### config.mk
export PLATFORM = sky130hd
export DESIGN_NAME = seq_alu
export DESIGN_NICKNAME = d
export VERILOG_FILES = /design/src/rtl/seq_alu_pkg.sv /design/src/rtl/seq_alu_mul.sv /design/src/rtl/seq_alu.sv
export SDC_FILE = /design/constraint.sdc
export NUM_CORES = 1
export LEC_CHECK = 0
export CELL_PAD_IN_SITES_DETAIL_PLACEMENT = 0
export CELL_PAD_IN_SITES_GLOBAL_PLACEMENT = 2
export CORE_MARGIN = 2
export CORE_UTILIZATION = 30
export CTS_CLUSTER_SIZE = 28
export DETAILED_ROUTE_END_ITERATION = 8
export PLACE_DENSITY_LB_ADDON = 0.1
export SYNTH_ARGS = -nofsm -noshare
export SYNTH_HDL_FRONTEND = slang
export SYNTH_SLANG_ARGS = --single-unit
### constraint.sdc
create_clock -name clk -period 5.9 [get_ports clk]
set_input_delay 0.59 -clock clk [delete_from_list [all_inputs] [get_ports clk]]
set_output_delay 0.59 -clock clk [all_outputs]
set_load 0.01 [all_outputs]
### src/rtl/seq_alu_pkg.sv
// Shared opcodes, FSM state type and overflow helper for the sequential EX-stage ALU.
// MUL support is controlled by the SEQ_ALU_MUL_EN macro in seq_alu.sv.
package seq_alu_pkg;

  localparam logic [3:0] ALU_AND  = 4'b0000;
  localparam logic [3:0] ALU_OR   = 4'b0001;
  localparam logic [3:0] ALU_ADD  = 4'b0010;
  localparam logic [3:0] ALU_XOR  = 4'b0011;
  localparam logic [3:0] ALU_SLL  = 4'b0100;
  localparam logic [3:0] ALU_SRL  = 4'b0101;
  localparam logic [3:0] ALU_SUB  = 4'b0110;
  localparam logic [3:0] ALU_SLT  = 4'b0111;
  localparam logic [3:0] ALU_SRA  = 4'b1000;
  localparam logic [3:0] ALU_SLTU = 4'b1001;
  localparam logic [3:0] ALU_MUL  = 4'b1010;
  localparam logic [3:0] ALU_NOR  = 4'b1100;

  typedef enum logic [1:0] {
    IDLE = 2'd0,
    MUL  = 2'd1,
    HOLD = 2'd2
  } state_t;

  // Two's-complement overflow: operands (B inverted for SUB) agree in sign but the result does not.
  function automatic logic ovf_flag(input logic is_sub, input logic a_msb,
                                    input logic b_msb, input logic r_msb);
    logic b_eff;
    b_eff = b_msb ^ is_sub;
    return (a_msb == b_eff) && (r_msb != a_msb);
  endfunction

endpackage

### src/rtl/seq_alu_mul.sv
// Iterative unsigned shift-add multiplier, one multiplier bit per cycle.
// The first step is folded into the start cycle so the product is ready WIDTH-1 cycles later.
module seq_alu_mul #(
  parameter int WIDTH = 16
) (
  input  logic             clk,
  input  logic             rst,
  input  logic             i_start,
  input  logic [WIDTH-1:0] i_a,
  input  logic [WIDTH-1:0] i_b,
  output logic             o_busy,
  output logic             o_done,
  output logic [WIDTH-1:0] o_prod_lo,
  output logic [WIDTH-1:0] o_prod_hi
);

  localparam int CW = $clog2(WIDTH);

  logic             r_busy;
  logic [CW-1:0]    r_cnt;
  logic [WIDTH-1:0] r_a;
  logic [WIDTH-1:0] r_hi;
  logic [WIDTH-1:0] r_lo;

  logic [WIDTH-1:0] w_a;
  logic [WIDTH-1:0] w_hi_in;
  logic [WIDTH-1:0] w_lo_in;
  logic [WIDTH:0]   w_sum;
  logic             w_step;
  logic             w_last;

  assign w_a     = i_start ? i_a : r_a;
  assign w_hi_in = i_start ? '0  : r_hi;
  assign w_lo_in = i_start ? i_b : r_lo;
  assign w_sum   = {1'b0, w_hi_in} + (w_lo_in[0] ? {1'b0, w_a} : '0);
  assign w_last  = r_busy && (r_cnt == '0);
  assign w_step  = i_start || (r_busy && !w_last);

  always_ff @(posedge clk) begin
    if (rst) begin
      r_busy <= 1'b0;
      r_cnt  <= '0;
      r_a    <= '0;
      r_hi   <= '0;
      r_lo   <= '0;
    end else begin
      if (i_start) begin
        r_busy <= 1'b1;
        r_cnt  <= CW'(WIDTH - 1);
        r_a    <= i_a;
      end else if (w_last) begin
        r_busy <= 1'b0;
      end else if (r_busy) begin
        r_cnt  <= r_cnt - 1'b1;
      end
      // {hi,lo} shifts right; consumed multiplier bits leave lo as product bits enter.
      if (w_step) begin
        r_hi <= w_sum[WIDTH:1];
        r_lo <= {w_sum[0], w_lo_in[WIDTH-1:1]};
      end
    end
  end

  assign o_busy    = r_busy;
  assign o_done    = w_last;
  assign o_prod_lo = r_lo;
  assign o_prod_hi = r_hi;

endmodule

### src/rtl/seq_alu.sv
// Handshaked EX-stage ALU: single-cycle logic/arith/shift/compare, optional iterative MUL.
// Define SEQ_ALU_MUL_EN to build the multiplier; otherwise code 1010 is reported illegal.
module seq_alu
  import seq_alu_pkg::*;
#(
  parameter int WIDTH = 16
) (
  input  logic             clk,
  input  logic             rst,
  input  logic             in_valid_i,
  output logic             in_ready_o,
  input  logic [WIDTH-1:0] src1_i,
  input  logic [WIDTH-1:0] src2_i,
  input  logic [3:0]       alu_ctrl_i,
  output logic             out_valid_o,
  input  logic             out_ready_i,
  output logic [WIDTH-1:0] result_o,
  output logic [WIDTH-1:0] result_hi_o,
  output logic             zero_o,
  output logic             ovf_o,
  output logic             illegal_o
);

  localparam int SHW = $clog2(WIDTH);

  state_t           r_state;
  state_t           w_state_next;
  logic             r_out_valid;
  logic [WIDTH-1:0] r_result;
  logic [WIDTH-1:0] r_result_hi;
  logic             r_zero;
  logic             r_ovf;
  logic             r_illegal;

  logic             w_in_ready;
  logic             w_is_mul;
  logic             w_load_alu;
  logic             w_load_mul;
  logic             w_drain;
  logic [SHW-1:0]   w_shamt;
  logic [WIDTH-1:0] w_sum;
  logic [WIDTH-1:0] w_diff;
  logic [WIDTH-1:0] w_alu_res;
  logic             w_alu_ovf;
  logic             w_alu_illegal;
  logic             w_mul_busy;
  logic             w_mul_done;
  logic [WIDTH-1:0] w_mul_lo;
  logic [WIDTH-1:0] w_mul_hi;

  assign w_shamt = src2_i[SHW-1:0];
  assign w_sum   = src1_i + src2_i;
  assign w_diff  = src1_i - src2_i;

  // Over-range shift amounts (non-power-of-2 WIDTH) fall out of the shift operators as 0 / sign fill.
  always_comb begin
    w_alu_res     = '0;
    w_alu_ovf     = 1'b0;
    w_alu_illegal = 1'b0;
    case (alu_ctrl_i)
      ALU_AND:  w_alu_res = src1_i & src2_i;
      ALU_OR:   w_alu_res = src1_i | src2_i;
      ALU_ADD: begin
        w_alu_res = w_sum;
        w_alu_ovf = ovf_flag(1'b0, src1_i[WIDTH-1], src2_i[WIDTH-1], w_sum[WIDTH-1]);
      end
      ALU_XOR:  w_alu_res = src1_i ^ src2_i;
      ALU_SLL:  w_alu_res = src1_i << w_shamt;
      ALU_SRL:  w_alu_res = src1_i >> w_shamt;
      ALU_SUB: begin
        w_alu_res = w_diff;
        w_alu_ovf = ovf_flag(1'b1, src1_i[WIDTH-1], src2_i[WIDTH-1], w_diff[WIDTH-1]);
      end
      ALU_SLT:  w_alu_res = {{(WIDTH-1){1'b0}}, ($signed(src1_i) < $signed(src2_i))};
      ALU_SRA:  w_alu_res = $unsigned($signed(src1_i) >>> w_shamt);
      ALU_SLTU: w_alu_res = {{(WIDTH-1){1'b0}}, (src1_i < src2_i)};
      ALU_NOR:  w_alu_res = ~(src1_i | src2_i);
`ifdef SEQ_ALU_MUL_EN
      ALU_MUL:  w_alu_res = '0;
`endif
      default:  w_alu_illegal = 1'b1;
    endcase
  end

`ifdef SEQ_ALU_MUL_EN
  assign w_is_mul = (alu_ctrl_i == ALU_MUL);

  seq_alu_mul #(
    .WIDTH(WIDTH)
  ) u_mul (
    .clk       (clk),
    .rst       (rst),
    .i_start   (w_load_mul),
    .i_a       (src1_i),
    .i_b       (src2_i),
    .o_busy    (w_mul_busy),
    .o_done    (w_mul_done),
    .o_prod_lo (w_mul_lo),
    .o_prod_hi (w_mul_hi)
  );
`else
  assign w_is_mul   = 1'b0;
  assign w_mul_busy = 1'b0;
  assign w_mul_done = 1'b0;
  assign w_mul_lo   = '0;
  assign w_mul_hi   = '0;
`endif

  always_comb begin
    w_state_next = r_state;
    w_in_ready   = 1'b0;
    w_load_alu   = 1'b0;
    w_load_mul   = 1'b0;
    w_drain      = r_out_valid && out_ready_i;
    case (r_state)
      IDLE: begin
        w_in_ready = !r_out_valid || out_ready_i;
        if (in_valid_i && w_in_ready) begin
          if (w_is_mul) begin
            w_load_mul   = 1'b1;
            w_state_next = MUL;
          end else begin
            w_load_alu   = 1'b1;
          end
        end
      end
      MUL: begin
        if (w_mul_done) begin
          w_state_next = HOLD;
        end else if (!w_mul_busy) begin
          w_state_next = IDLE;
        end
      end
      HOLD: begin
        if (out_ready_i) begin
          w_state_next = IDLE;
        end
      end
      default: w_state_next = IDLE;
    endcase
  end

  always_ff @(posedge clk) begin
    if (rst) begin
      r_state     <= IDLE;
      r_out_valid <= 1'b0;
      r_result    <= '0;
      r_result_hi <= '0;
      r_zero      <= 1'b0;
      r_ovf       <= 1'b0;
      r_illegal   <= 1'b0;
    end else begin
      r_state <= w_state_next;
      if (w_load_alu) begin
        r_out_valid <= 1'b1;
        r_result    <= w_alu_illegal ? '0 : w_alu_res;
        r_result_hi <= '0;
        r_zero      <= (src1_i == src2_i);
        r_ovf       <= w_alu_ovf;
        r_illegal   <= w_alu_illegal;
      end else if (w_load_mul) begin
        // Flags are captured now; the product arrives when the multiplier finishes.
        r_out_valid <= 1'b0;
        r_zero      <= (src1_i == src2_i);
        r_ovf       <= 1'b0;
        r_illegal   <= 1'b0;
      end else if (r_state == MUL && w_mul_done) begin
        r_out_valid <= 1'b1;
        r_result    <= w_mul_lo;
        r_result_hi <= w_mul_hi;
      end else if (w_drain) begin
        r_out_valid <= 1'b0;
      end
    end
  end

  assign in_ready_o  = w_in_ready;
  assign out_valid_o = r_out_valid;
  assign result_o    = r_result;
  assign result_hi_o = r_result_hi;
  assign zero_o      = r_zero;
  assign ovf_o       = r_ovf;
  assign illegal_o   = r_illegal;

endmodule

# Word level (Yosys, flattened, before mapping)
# Index checks and enable logic that the tools add are counted.
# W data, S select, Z words.
[totals]
regBits = 22
input_bits = 40
output_inout_bits = 37
wordCells = 61
[classes]
add_sub_neg = 2
order_cmp = 2
eq_ne = 17
n_shift = 3
n_mux = 14
bitwise_logic = 6
reduce_logical = 11
[ops]
columns = ["operator", "n"]
rows = [
  ["$pmux W16 S11", 1],
  ["$lt A16 B16 Y1", 2],
  ["$add A16 B16 Y16", 1],
  ["$and A16 B16 Y16", 1],
  ["$eq A16 B16 Y1", 1],
  ["$eq A4 B3 Y1 const B", 4],
  ["$mux W16", 1],
  ["$not A16 Y16", 1],
  ["$or A16 B16 Y16", 1],
  ["$shl A16 B4 Y16", 1],
  ["$shr A16 B4 Y16", 1],
  ["$sshr A16 B4 Y16", 1],
  ["$sub A16 B16 Y16", 1],
  ["$xor A16 B16 Y16", 1],
  ["$eq A4 B4 Y1 const B", 3],
  ["$reduce_or A11 Y1", 1],
  ["$mux W1", 9],
  ["$eq A4 B2 Y1 const B", 2],
  ["$eq A4 B1 Y1 const B", 1],
  ["$logic_and A1 B1 Y1", 4],
  ["$logic_not A4 Y1", 1],
  ["$pmux W2 S2", 1],
  ["$eq A1 B1 Y1", 2],
  ["$eq A2 B2 Y1 const B", 1],
  ["10 further kinds", 12],
]

# Logic depth before layout (Yosys ltp)
[logic_depth]
ltp_word = 6
depth_mapped = 12
mapped_depth_nobuf = 11

# Worst setup path after synthesis
# No wires, ideal clock.
[synth_path]
path_type = "input -> register"
start = "input port src2_i[2]"
end = "register r_result[10], in the netlist result_o[10]"
setup_time_ps = 132
arrival_ps = 3372
t_required_ps = 5768
setup_slack_ps = 2397
stages = 11
n_path_buf = 2
cell_sequence = "clkbuf_1 > inv_1 > clkbuf_1 > ha_1 > or3b_2 > a31oi_4 > or4_1 > a21oi_1 > a221o_1 > a2111oi_1 > nor3_1"
[synth_via]
elab_chain_cells = 3
elab_cells_between_ends = 7
cone_classes = "2 x add/sub; 3 x shift; 2 x mux"
[synth_rtl]
columns = ["item", "line", "rtl"]
rows = [
  ["start: declaration", "seq_alu.sv:13", "input logic [WIDTH-1:0] src2_i,"],
  ["$sub A16 B16 Y16 (tied with other cells)", "seq_alu.sv:53", "assign w_diff = src1_i - src2_i;"],
  ["$pmux W16 S11 (*)", "seq_alu.sv:60", "case (alu_ctrl_i)"],
  ["$mux W16 (*)", "seq_alu.sv:156", "r_result <= w_alu_illegal ? '0 : w_alu_res;"],
  ["end signal: assignment", "seq_alu.sv:156", ""],
  ["end signal: assignment", "seq_alu.sv:169", "r_result <= w_mul_lo;"],
  ["end: declaration", "seq_alu.sv:29", "logic [WIDTH-1:0] r_result;"],
]
# Every way passes the cells marked *; elsewhere a longest branch is shown, timed or not.
# A chain may end at the register's enable or synchronous reset.

# Worst setup path after layout
[layout_path]
start = "input port src2_i[2]"
end = "register r_result[0], in the netlist result_o[0]"
[layout_via]
elab_chain_cells = 3
elab_cells_between_ends = 7
cone_classes = "2 x order compare; 3 x shift; 2 x mux"
[layout_rtl]
columns = ["item", "line", "rtl"]
rows = [
  ["$lt A16 B16 Y1 (tied with other cells)", "seq_alu.sv:76", "ALU_SLTU: w_alu_res = {{(WIDTH-1){1'b0}}, (src1_i < src2_i)};"],
  ["$pmux W16 S11 (*)", "seq_alu.sv:60", ""],
  ["$mux W16 (*)", "seq_alu.sv:156", ""],
]
# Marked as above.

==> reports/metrics.yaml <==
status:
  status: "finished, final reports clean"
synth:
  async_reset_ff_share_pct: 0
  ys_seq_area_share_pct: 7.98
  synth_edf_count: 0
  ys_top_cells_by_area: "ha_1, dfxtp_1, mux4_2"
  yosys.area.top_type_share_pct: 13.2
  post_synth.cell_area_avg_um2: 7.27
  synth.distinct_cells: 76
  synth_area_leader_cell: "ha_1"
  syn_area_um2: 5020
  syn_inst: 690
  yosys_most_used_dff: "dfxtp_1"
  ys_warn_count: 0
  synth_common_cells: "nor2_1, nand2_1, a21oi_1"
  synth-seq-cells: 20
  synth.most_common_cell: "nor2_1"
sta:
  slew_headroom_pct: 7.62
  fmax_mhz: 244
  hold_viol: 0
  rsz0062_at_grt: "false"
  min_period_ps: 4100
  tns_ps: 0
  finalCritPeriodShare_pct: 69.6
  worst_pin_slew_ps: 1350
  setup_violations: 0
  clock_skew_ps: 11.4
  maxSlewViolCount: 0
floorplan:
  start_util_pct: 30.5
  core_area_um2: 16500
  fp.dieH_um: 133
  fp.dieW_um: 133
  rows: 47
  die_area_um2: 17800
  ios: 77
job:
  max-cap-violations: 0
grt:
  grt_usage_pct: 24.2
  overflow: 0
  grt_pass1_vias: 5221
  grt_pass1_wl_um: 33000
  grt_max_degree: 47
  grt_antenna_before_repair: 0
layout:
  drive_gt1_share_pct: 7.87
  fillers: 1801
  final_nets: 808
  n_antenna_cell: 0
  areaGrowthSynthToFinish_pct: 15.1
drt:
  drt-pass1-iter-count: 6
  drt-initial-drc-count: 411
  drcViolationCount: 0
  viasPerCell: 5.87
  wl_per_cell_um: 23.3
  routed_wl_um: 21700
  ant_nets: 0
  via_count: 5469
place:
  gp_congestion: 0.908
  port_buffers: 60
  hpwl_um: 16800
worst_hold_path:
  min-delay-start: "result_o[3]"
  hp-class: "reg -> reg"
  hold_depth: 2
  holdPathEnd: "result_o[3]"
setup_path:
  r2r_cells: 7
  arrival_ps: 4290
  worstReg2RegEnd: "result_o[5]"
  rr_startpoint: "out_valid_o"
  worstPathRequired_ps: 6080
  ff2ff_setup_slack_ps: 3870
  start_kind: "input pin"
  crit_path_max_fanout: 38
  crit_type: "in -> reg"
  critPathCaptureType: "register"
clocking:
  clock_latency_ps: 270
  cts_tree: "done"
  path_clk_slew_ps: 70
  htree_levels: 1
  cts_root_buf: "clkbuf_16"
  numCtsBuffers: 3
  cts_hold_buffers: 0
  cts_resized: 0
  clock-sinks: 20
  clk_path_buf_depth: 2
  post_cts_buffers: 0
pwr:
  leakage_uw: 0.00229
  power_uw: 748
  vdd_drop_max_v: 0.0000968
  powerDensity_nw_per_um2: 130
## layout make-up
cell class / instances / area [µm²] / area share [%]
Clock buffer: 4 / 88.8 / 1.54
Inverter: 52 / 195 / 3.38
Multi-Input combinational cell: 565 / 4140 / 71.7
Sequential cell: 20 / 400 / 6.93
Tap cell: 220 / 275 / 4.76
Timing Repair Buffer: 71 / 673 / 11.7
## sequential cells by signal (all words and copies together) (netlist names)
register and cells:
illegal_o 1, ovf_o 1, result_o 16, zero_o 1, out_valid_o 1
## kinds of logic after synthesis
family                   count (synthesis)  synth area share, %
AO/OA/AOI/OAI                          232                 31.8
AND/OR/NAND/NOR                        208                 20.1
buffers and inverters                  120                 10.8
adder cells (fa/ha/maj)                 55                 14.0
multiplexers                            52                 14.8
flip-flops                              20                 7.98
XOR/XNOR                                 2                0.349
other                                    1               0.0747
## worst max path at each step
stage | startpoint | endpoint | cells past startpoint
floorplan | src2_i[2] | result_o[10] | 11
global placement | src2_i[2] | result_o[0] | 11
detailed placement | src2_i[2] | result_o[0] | 11
CTS | src2_i[2] | result_o[0] | 11
global route | src2_i[2] | result_o[0] | 11
finish | src2_i[2] | result_o[0] | 11
## stage by stage
stage	cell area (µm²)	hold slack, ps	utilization [%]	std cells	worst slack, ps
2_1_floorplan	5070	481	-	705	2400
5_1_grt	5780	474	35.1	932	1500
6_report	5780	453	35.1	932	1800
3_5_place_dp	5690	450	34.5	928	1470
4_1_cts	5780	459	35.1	932	1760
3_3_place_gp	5690	447	34.5	928	1540
## cell usage in the layout, fill, tap and decap left out, drive strengths merged, types with 6 or more instances in the layout
cell type,Yosys,final
conb,1,16
a22oi,8,8
nand4,6,6
nand2,58,58
mux2i,27,27
a21o,10,10
nor3,18,18
o21a,6,6
inv,52,52
nor2,68,68
nor3b,6,6
nand2b,8,8
a21oi,57,57
nand3,7,7
o211ai,10,10
clkdlybuf4s50,0,58
a31oi,11,11
dfxtp,20,20
mux4,17,17
mux2,8,8
ha,53,53
o21ai,40,40
a221oi,10,10
a211oi,16,16
buf,33,13
## power by group
group	internal, µW	switching (µW)
Combinational	170	261
Clock	104	66.1
Sequential	142	5.33
## per-layer routing
layer | global-route usage [%] | share of wire (%) | vias up | routed length, µm
met5 | 0 | 0 | - | 0
met4 | 6.09 | 2.1 | 0 | 450
met1 | 34.6 | 47 | 2675 | 10300
met3 | 1.94 | 4.2 | 29 | 913
li1 | - | - | 2583 | -
met2 | 39.6 | 46 | 182 | 10100
## critical path, stage by stage
cell             delay (ps)
clkdlybuf4s50_1         460
buf_4                   350
inv_1                   380
ha_1                    560
or3b_2                  220
a31oi_4                 110
o311ai_0                670
nand2_1                 140
a211oi_1                320
o2111ai_1               180
a211oi_1                280
(Power assumes the default switching activity.)
